## config.mk

```make
export PLATFORM = sky130hd
export DESIGN_NAME = uart_rx_fifo
export DESIGN_NICKNAME = d
export VERILOG_FILES = /design/src/rtl/uart_pkg.sv /design/src/rtl/sync_fifo.sv /design/src/rtl/uart_rx_fifo.sv
export SDC_FILE = /design/constraint.sdc
export NUM_CORES = 1
export LEC_CHECK = 0
export CAP_MARGIN = 20
export CORE_MARGIN = 10
export CORE_UTILIZATION = 50
export CTS_BUF_LIST = sky130_fd_sc_hd__clkbuf_16
export DETAILED_ROUTE_END_ITERATION = 8
export PLACE_DENSITY_LB_ADDON = 0.08
export SLEW_MARGIN = 20
export SYNTH_ARGS = -nofsm -noshare
export SYNTH_HDL_FRONTEND = slang
export SYNTH_HIERARCHICAL = 1
export SYNTH_SLANG_ARGS = --single-unit
```

## constraint.sdc

```tcl
create_clock -name clk -period 5.2 [get_ports clk]
set_input_delay 1.04 -clock clk [delete_from_list [all_inputs] [get_ports clk]]
set_output_delay 1.04 -clock clk [all_outputs]
set_load 0.01 [all_outputs]
```

## src/rtl/uart_pkg.sv

```systemverilog
// Shared definitions for the UART receive path: FSM state encoding and
// oversampling constants.
package uart_pkg;

  localparam int OVERSAMPLE = 16;
  localparam int MID_TICK   = 7;

  typedef enum logic [2:0] {
    IDLE,
    START,
    DATA,
    STOP,
    WAIT_HIGH
  } rx_state_t;

endpackage

```

## src/rtl/sync_fifo.sv

```systemverilog
// First-word-fall-through byte buffer with occupancy count; a push into a
// full buffer is dropped unless a pop happens in the same cycle.
module sync_fifo #(
  parameter int WIDTH = 8,
  parameter int DEPTH = 16
) (
  input  logic                     clk,
  input  logic                     reset_n,
  input  logic                     push,
  input  logic [WIDTH-1:0]         wdata,
  input  logic                     pop,
  output logic [WIDTH-1:0]         rdata,
  output logic                     empty,
  output logic [$clog2(DEPTH):0]   count,
  output logic                     overflow
);

  localparam int AW = $clog2(DEPTH);
  localparam int CW = AW + 1;

  logic [WIDTH-1:0] mem [DEPTH];
  logic [AW-1:0]    wr_ptr;
  logic [AW-1:0]    rd_ptr;
  logic [CW-1:0]    count_q;
  logic             full;
  logic             do_pop;
  logic             do_push;

  assign empty    = (count_q == '0);
  assign full     = (count_q == CW'(DEPTH));
  assign do_pop   = pop && !empty;
  assign do_push  = push && (!full || do_pop);
  assign overflow = push && full && !do_pop;
  assign count    = count_q;
  assign rdata    = empty ? '0 : mem[rd_ptr];

  always_ff @(posedge clk) begin
    if (do_push) mem[wr_ptr] <= wdata;
  end

  // Pointer width equals log2(DEPTH), so increments wrap modulo DEPTH.
  always_ff @(posedge clk or negedge reset_n) begin
    if (!reset_n) begin
      wr_ptr  <= '0;
      rd_ptr  <= '0;
      count_q <= '0;
    end else begin
      if (do_push) wr_ptr <= wr_ptr + AW'(1);
      if (do_pop)  rd_ptr <= rd_ptr + AW'(1);
      case ({do_push, do_pop})
        2'b10:   count_q <= count_q + CW'(1);
        2'b01:   count_q <= count_q - CW'(1);
        default: count_q <= count_q;
      endcase
    end
  end

endmodule

```

## src/rtl/uart_rx_fifo.sv

```systemverilog
// 8N1 UART receiver with 16x oversampling feeding a FWFT byte buffer.
//   state     | meaning
//   IDLE      | line high, counters held at 0, waiting for falling edge
//   START     | qualifying start bit at mid-bit
//   DATA      | sampling 8 data bits LSB first
//   STOP      | sampling stop bit; push byte or flag framing error
//   WAIT_HIGH | after framing error, wait for line to return high
module uart_rx_fifo
  import uart_pkg::*;
#(
  parameter int CLK_HZ     = 100_000_000,
  parameter int BAUD       = 115200,
  parameter int FIFO_DEPTH = 16
) (
  input  logic                          clk,
  input  logic                          reset_n,
  input  logic                          uart_txd,
  output logic [7:0]                    rx_data,
  output logic                          rx_valid,
  input  logic                          rx_ready,
  output logic [$clog2(FIFO_DEPTH):0]   fifo_count,
  output logic                          frame_err,
  output logic                          overrun
);

  localparam int DIV = CLK_HZ / (BAUD * OVERSAMPLE);
  localparam int DW  = (DIV < 2) ? 1 : $clog2(DIV);

  if (DIV < 2) begin : g_div_chk
    $error("uart_rx_fifo: clock divider below 2");
  end
  if (FIFO_DEPTH < 2 || (FIFO_DEPTH & (FIFO_DEPTH - 1)) != 0) begin : g_depth_chk
    $error("uart_rx_fifo: FIFO_DEPTH must be a power of 2 and at least 2");
  end

  logic [1:0]    sync_q;
  logic          line;
  rx_state_t     state_q, state_d;
  logic [DW-1:0] div_q;
  logic [3:0]    tick_q;
  logic [2:0]    bit_q;
  logic [7:0]    shreg_q;
  logic          tick;
  logic          mid_start;
  logic          bit_end;
  logic          push;
  logic          ferr_d;
  logic          fifo_empty;
  logic          fifo_ovf;
  logic          frame_err_q;
  logic          overrun_q;

  assign line      = sync_q[1];
  assign tick      = (div_q == DW'(DIV - 1));
  assign mid_start = tick && (tick_q == 4'(MID_TICK));
  assign bit_end   = tick && (tick_q == 4'(OVERSAMPLE - 1));

  always_ff @(posedge clk or negedge reset_n) begin
    if (!reset_n) sync_q <= 2'b11;
    else          sync_q <= {sync_q[0], uart_txd};
  end

  always_ff @(posedge clk or negedge reset_n) begin
    if (!reset_n) state_q <= IDLE;
    else          state_q <= state_d;
  end

  always_comb begin
    state_d = state_q;
    push    = 1'b0;
    ferr_d  = 1'b0;
    case (state_q)
      IDLE:      if (!line) state_d = START;
      START:     if (mid_start) state_d = line ? IDLE : DATA;
      DATA:      if (bit_end && bit_q == 3'd7) state_d = STOP;
      STOP: begin
        if (bit_end) begin
          if (line) begin
            push    = 1'b1;
            state_d = IDLE;
          end else begin
            ferr_d  = 1'b1;
            state_d = WAIT_HIGH;
          end
        end
      end
      WAIT_HIGH: if (line) state_d = IDLE;
      default:   state_d = IDLE;
    endcase
  end

  // Mid-start restarts the tick count so each later sample lands 16 ticks on.
  always_ff @(posedge clk or negedge reset_n) begin
    if (!reset_n) begin
      div_q   <= '0;
      tick_q  <= '0;
      bit_q   <= '0;
      shreg_q <= '0;
    end else if (state_q == IDLE) begin
      div_q  <= '0;
      tick_q <= '0;
      bit_q  <= '0;
    end else begin
      div_q <= tick ? '0 : div_q + DW'(1);
      if (tick) begin
        if (state_q == START && mid_start) tick_q <= '0;
        else                               tick_q <= tick_q + 4'd1;
      end
      if (state_q == DATA && bit_end) begin
        shreg_q <= {line, shreg_q[7:1]};
        bit_q   <= bit_q + 3'd1;
      end
    end
  end

  sync_fifo #(
    .WIDTH (8),
    .DEPTH (FIFO_DEPTH)
  ) u_fifo (
    .clk      (clk),
    .reset_n  (reset_n),
    .push     (push),
    .wdata    (shreg_q),
    .pop      (rx_ready),
    .rdata    (rx_data),
    .empty    (fifo_empty),
    .count    (fifo_count),
    .overflow (fifo_ovf)
  );

  always_ff @(posedge clk or negedge reset_n) begin
    if (!reset_n) begin
      frame_err_q <= 1'b0;
      overrun_q   <= 1'b0;
    end else begin
      frame_err_q <= ferr_d;
      overrun_q   <= fifo_ovf;
    end
  end

  assign rx_valid  = !fifo_empty;
  assign frame_err = frame_err_q;
  assign overrun   = overrun_q;

endmodule
```

[Word-level counts from Yosys, hierarchy flattened]
Memories as Yosys holds them, arrays and structs flattened.
Cells that the tools add are included.
Operators by class
  bitwise logic cells: 1
  reductions and logical operators: 20
  mux-type cells: 25
  $add $sub $neg: 7
  equality and inequality tests: 16
Operators with widths (number)
  $mux 3: 8
  $pmux 3 s5: 1
  $add 4x1->4 const B: 3
  $mux 4: 3
  $mux 6: 2
  $ne 2x2->1 const B: 5
  $pmux 5 s2: 1
  $logic_and 1x1->1: 9
  $mux 1: 8
  $mux 8: 1
  $add 6x1->6 const B: 1
  $eq 3x2->1 const B: 2
  $eq 3x3->1 const B: 2
  $eq 6x6->1 const B: 1
  $reduce_bool 2->1: 3
  $add 5x1->5 const B: 1
  $eq 5x5->1 const B: 1
  $logic_not 5->1: 1
  $reduce_and 5->1: 1
  $sub 5x1->5 const B: 1
  $eq 4x3->1 const B: 1
  $eq 4x4->1 const B: 1
  $add 3x1->3 const B: 1
  $eq 3x1->1 const B: 1
  other kinds (8): 10
Word-level totals
  register bits: 41
  output and inout bits: 16
  logic and storage cells: 81
  memories: 1
  memory bits (writable): 128
  input bits: 4
Memories
  u_fifo.mem: words 16, width 8, rd ports 1, clocked after Yosys merged registers in 0, wr ports 1, RTL line sync_fifo.sv:21  | logic [WIDTH-1:0] mem [DEPTH];

[Logic depth before layout (Yosys ltp)]
  depth in word-level cells: 7
  mapped depth: 14
  gate-level depth less buffers: 14

[By module]
Netlist, hierarchy kept.
By module, submodules not included
  sync_fifo: instances 1, area each 5796.8 sq um, cells an instance 304, seq. area each 4169.0 sq um
  uart_rx_fifo: instances 1, area each 1385.1 sq um, cells an instance 123, seq. area each 703.2 sq um

[Least setup slack after synthesis]
Ideal clock, no wire load.
  path kind: in2reg
  from: in rx_ready
  to: reg u_fifo.count_q[4], in the netlist u_fifo/count[4]
  cell stages on the path: 10
  setup time: 0.136 ns
  data required time: 5.064 ns
  path slack: 2.534 ns
  buffers on the path: 1
  arrival time: 2.530 ns
  cell sequence: clkbuf_1 -> o21ai_4 -> or2_4 -> inv_1 -> ha_1 -> o31a_2 -> nor3_1 -> nor2_1 -> a21oi_1 -> o21ai_0
On the way
  word-level cells in the longest chain between the ends: 5
  elaborated cells between the ends (all ways): 7
  classes of those cells: eq/ne: 2; mux: 1; reduce/logical: 4
RTL lines
  start: declaration: RTL line uart_rx_fifo.sv:20  | input logic rx_ready,
  $logic_and 1x1->1 *: RTL line sync_fifo.sv:31  | assign do_pop = pop && !empty;
  $logic_or 1x1->1: RTL line sync_fifo.sv:32  | assign do_push = push && (!full || do_pop);
  $logic_and 1x1->1: RTL line sync_fifo.sv:32
  $eq 2x1->1 or $eq 2x2->1 (tied branches): RTL line sync_fifo.sv:50  | case ({do_push, do_pop})
  $pmux 5 s2 or $reduce_bool 2->1 (tied branches)
  end signal: assignment: RTL line sync_fifo.sv:51  | 2'b10: count_q <= count_q + CW'(1);
  end signal: assignment: RTL line sync_fifo.sv:52  | 2'b01: count_q <= count_q - CW'(1);
  end signal: assignment: RTL line sync_fifo.sv:53  | default: count_q <= count_q;
  end: declaration: RTL line sync_fifo.sv:24  | logic [CW-1:0] count_q;
Mark *: on every way between the ends. The rest lies on a longest branch, timed or not.
A chain may end at the register's enable or synchronous reset.

[Worst setup path after layout]
  from: reg u_fifo.rd_ptr[0]
  to: out rx_data[0]
On the way
  word-level cells in the longest chain between the ends: 2
RTL lines
  start: declaration: RTL line sync_fifo.sv:23  | logic [AW-1:0] rd_ptr;
  start signal: assignment: RTL line sync_fifo.sv:49  | if (do_pop) rd_ptr <= rd_ptr + AW'(1);
  $mem_v2 16x8
  $mux 8: RTL line sync_fifo.sv:35  | assign rdata = empty ? '0 : mem[rd_ptr];
  end: declaration: RTL line uart_rx_fifo.sv:18  | output logic [7:0] rx_data,
No other way between the ends.

==> key figures <==
Floorplanning
  • Num rows: 43
  • Core area: 14000 µm²
  • Die H: approximately 140 µm
  • Die X-Extent: roughly 140 µm
  • Initial Util: 51.3%
  • I/O pins: 20
  • Full die area: just under 20000 µm²

Global route
  • First-pass GRT wire length: approximately 22 mm
  • Pin count of the biggest net entering global routing: 42
  • Initial antenna violation count: 0
  • Vias in the first global route: 3865
  • GRT Overall Usage: 14.4%
  • Total grt overflow: 0

Pwr
  • Leakage: 3.24 nW
  • Power per cell area: 411 nW/µm²
  • Worst vdd ir: around 210 µV

Final layout
  • Ratio of cells with drive above 1 in the final layout: around 20%
  • Fillers: 1108
  • Area Overhead vs Synth: 13.0%
  • Final Util: 58.0%
  • Antenna cell count: 0
  • Leading cell type in the layout, fill and taps excluded: edfxtp_1
  • Register area: 4870 µm²
  • Nets: 463
  • Multi-input gate area: 2160 µm²
  • Most frequent cells in the layout: 128 x edfxtp_1, 37 x dfrtp_1, 32 x mux4_2

Worst setup path
  • Critical-path cell list: buf_4 -> mux4_2 -> mux2i_1 -> o22ai_1 -> clkdlybuf4s50_1
  • RR Endpoint: u_fifo/mem[9][0]
  • Worst setup SP type: flop
  • WP buf/inv: 2
  • CP max-delay cell: dfrtp_2
  • Worst EP required: 4.16 ns
  • Critical Path AT: 2.79 ns
  • Worst r2r path cells: 9
  • Critical setup path kind: reg -> out
  • Reg2Reg Setup Slack: 2.31 ns
  • Crit end category: output port
  • R2r startpoint: div_q[1]
  • Largest fanout on the critical path: 16
  • Slowest stage delay, CP: roughly 0.56 ns
  • Largest delay share family, worst path: buffers and inverters

Detailed routing
  • Vias per Instance: around 5.7
  • Detailed Route WL: 13.5 mm
  • Total number of vias: 3674
  • Antenna Nets Post-Route: 0
  • First-pass DRT Iterations: 4
  • WL per Instance: 21.1 µm
  • Number of DRC markers in iteration 0: 239
  • DRC Markers: 0

Placed design
  • Dpl hpwl: 8.56 mm
  • I/O Buffers: 19
  • GPL Wtd Cong: between 0.8 and 0.9

Yosys
  • Ys async rst share: 24.3%
  • Synth Flop Type: edfxtp_1
  • EDFF count, synth: approximately 130
  • Register area share after synthesis: between 60% and 70%
  • #FFs+latches synth: 169
  • Compound-Gate Fraction of Synth Area: 4.16%
  • Fraction of synthesized area in multiplexers: between 10% and 20%
  • Syn Nets: 443
  • Synth unique cells: between 50 and 60
  • Avg Cell Area, Syn: 16.8 µm²
  • Largest family of logic cells by synthesized area: multiplexers
  • Post-synthesis xor/xnor area fraction: 1.59%
  • Synthesized instance count: 427
  • YS warnings: 6
  • Synth Area in Adders: 2.09%
  • Syn Std Cell Area: 7180 µm²
  • Simple-gate share of the synthesized area: 7.77%

STA
  • Total Neg Setup Slack: 0 ns
  • Unrepaired setup endpoints after global routing: no
  • Final min period: around 3.8 ns
  • Post-route clock period utilization: 73.7%
  • Final hold violations: 0
  • Rel. slew slack: 38.1%
  • Final setup viols: 0
  • Count of final max-slew check failures: 0
  • Fmax: 261 MHz
  • Worst Max-Slew Pin Slew: between 0.9 and 1 ns
  • Clk_skew: 0.00562 ns

Run
  • Maxcap violations: 0

Worst hold path
  • Hold Startpoint: sync_q[0]
  • Hold path endpoint: sync_q[1]
  • Worst hold-check path type: reg -> reg
  • Worst hold path stage count: 0

Clocking
  • Clk buf depth: 2
  • Clk_lat worst skew: roughly 0.42 ns
  • Cts repair resizes: 0
  • Inserted Clock Buffers: 17
  • Post-CTS setup repair buffer count: 0
  • Post-CTS Hold Fix Bufs: 0
  • Clock Pin Slew Worst Setup and Hold Paths: 0.06 ns
  • CTS tree: built
  • Num Clock Sinks: 169
  • Root Buffer: clkbuf_16
  • H-Tree Depth: 4

Outcome
  • Status: complete, no violations
==> cell usage after synthesis, types with 2 or more instances <==
master	instances	area [µm²]
ha_1	12	150
nand4b_1	3	26.3
and3_1	5	31.3
edfxtp_1	128	3840
inv_1	9	33.8
dfstp_2	2	52.6
or3_1	2	12.5
mux2_4	8	120
and4b_1	2	20.0
nand3_1	8	40.0
o31ai_1	2	15.0
xnor2_1	7	61.3
buf_1	2	7.51
clkbuf_1	8	30.0
xor2_1	6	52.6
o2111ai_1	2	17.5
mux4_2	32	721
buf_2	8	40.0
a21oi_1	10	50.1
buf_6	2	22.5
and2_1	12	75.1
nor3_1	4	20.0
o211ai_1	2	15.0
nor2_1	23	86.3
nand2_1	13	48.8
nand4_1	3	18.8
nand2b_1	6	37.5
dfrtp_1	39	976
o21ai_0	14	70.1
mux2i_1	19	190
o22ai_1	8	50.1
==> metrics by stage <==
| step | hold WS, ns | setup WS [ns] | power (mW) | area [µm²] | std cells |
|---|---|---|---|---|---|
| floorplan | 0.345 | 2.53 | 1.97 | 7180 | 427 |
| global placement | 0.347 | 1.78 | 2.11 | 7500 | 607 |
| detailed placement | 0.349 | 1.73 | 2.11 | 7500 | 607 |
| CTS | 0.358 | 1.27 | 3.35 | 8090 | 639 |
| global route | 0.362 | 1.21 | 3.49 | 8120 | 640 |
| finish | 0.358 | 1.37 | 3.33 | 8120 | 640 |
==> final cells by class <==
cell class	instances	share of cell area, %
Clock inverter	15	1.94
Sequential cell	169	60.1
Inverter	9	0.416
Tap cell	180	2.78
Clock buffer	17	5.24
Timing Repair Buffer	23	2.90
Multi-Input combinational cell	227	26.7
==> power breakdown <==
part	switching, mW	internal [mW]	total, mW	leakage, nW
sequential	0.154	1.47	1.63	2.01
combinational	0.205	0.263	0.468	0.953
clock	0.490	0.746	1.24	0.283
==> layer usage <==
layer,GRT usage (%),up-vias,part of all wire (%)
met5,0,-,0
met4,5.27,0,0.55
met3,4.08,9,3.6
met2,22.5,64,50
met1,18.7,1892,46
li1,-,1709,-
==> registers in the layout, summed over array words and instances (netlist names) <==
register and cells:
u_fifo/mem 128, u_fifo/rd_ptr 4, div_q 6, frame_err 1, u_fifo/wr_ptr 4, overrun 1
sync_q 2, state_q 3, u_fifo/count 5, tick_q 4, shreg_q 8, bit_q 3
==> worst max path at each step <==
stage                            endpoint  cells after the start  slack [ns]        startpoint
after global routing           rx_data[0]                      5        1.21  u_fifo/rd_ptr[0]
after global placement         rx_data[0]                      5        1.78  u_fifo/rd_ptr[0]
after detailed placement       rx_data[0]                      5        1.73  u_fifo/rd_ptr[0]
after CTS                      rx_data[0]                      5        1.27  u_fifo/rd_ptr[0]
after floorplan           u_fifo/count[4]                     10        2.53          rx_ready
final                          rx_data[0]                      5        1.37  u_fifo/rd_ptr[0]
==> logic make-up (layout without fill, tap and decap cells) <==
| family | after synthesis | after routing |
|---|---|---|
| DFF | 169 | 169 |
| and+or+nand+nor | 95 | 95 |
| muxes | 60 | 60 |
| AOI/OAI and AO/OA | 47 | 47 |
| buffers and inverters | 31 | 64 |
| xor gates and xnor gates | 13 | 13 |
| adders and majority gates | 12 | 12 |
Power figures use the tool's default switching activity.
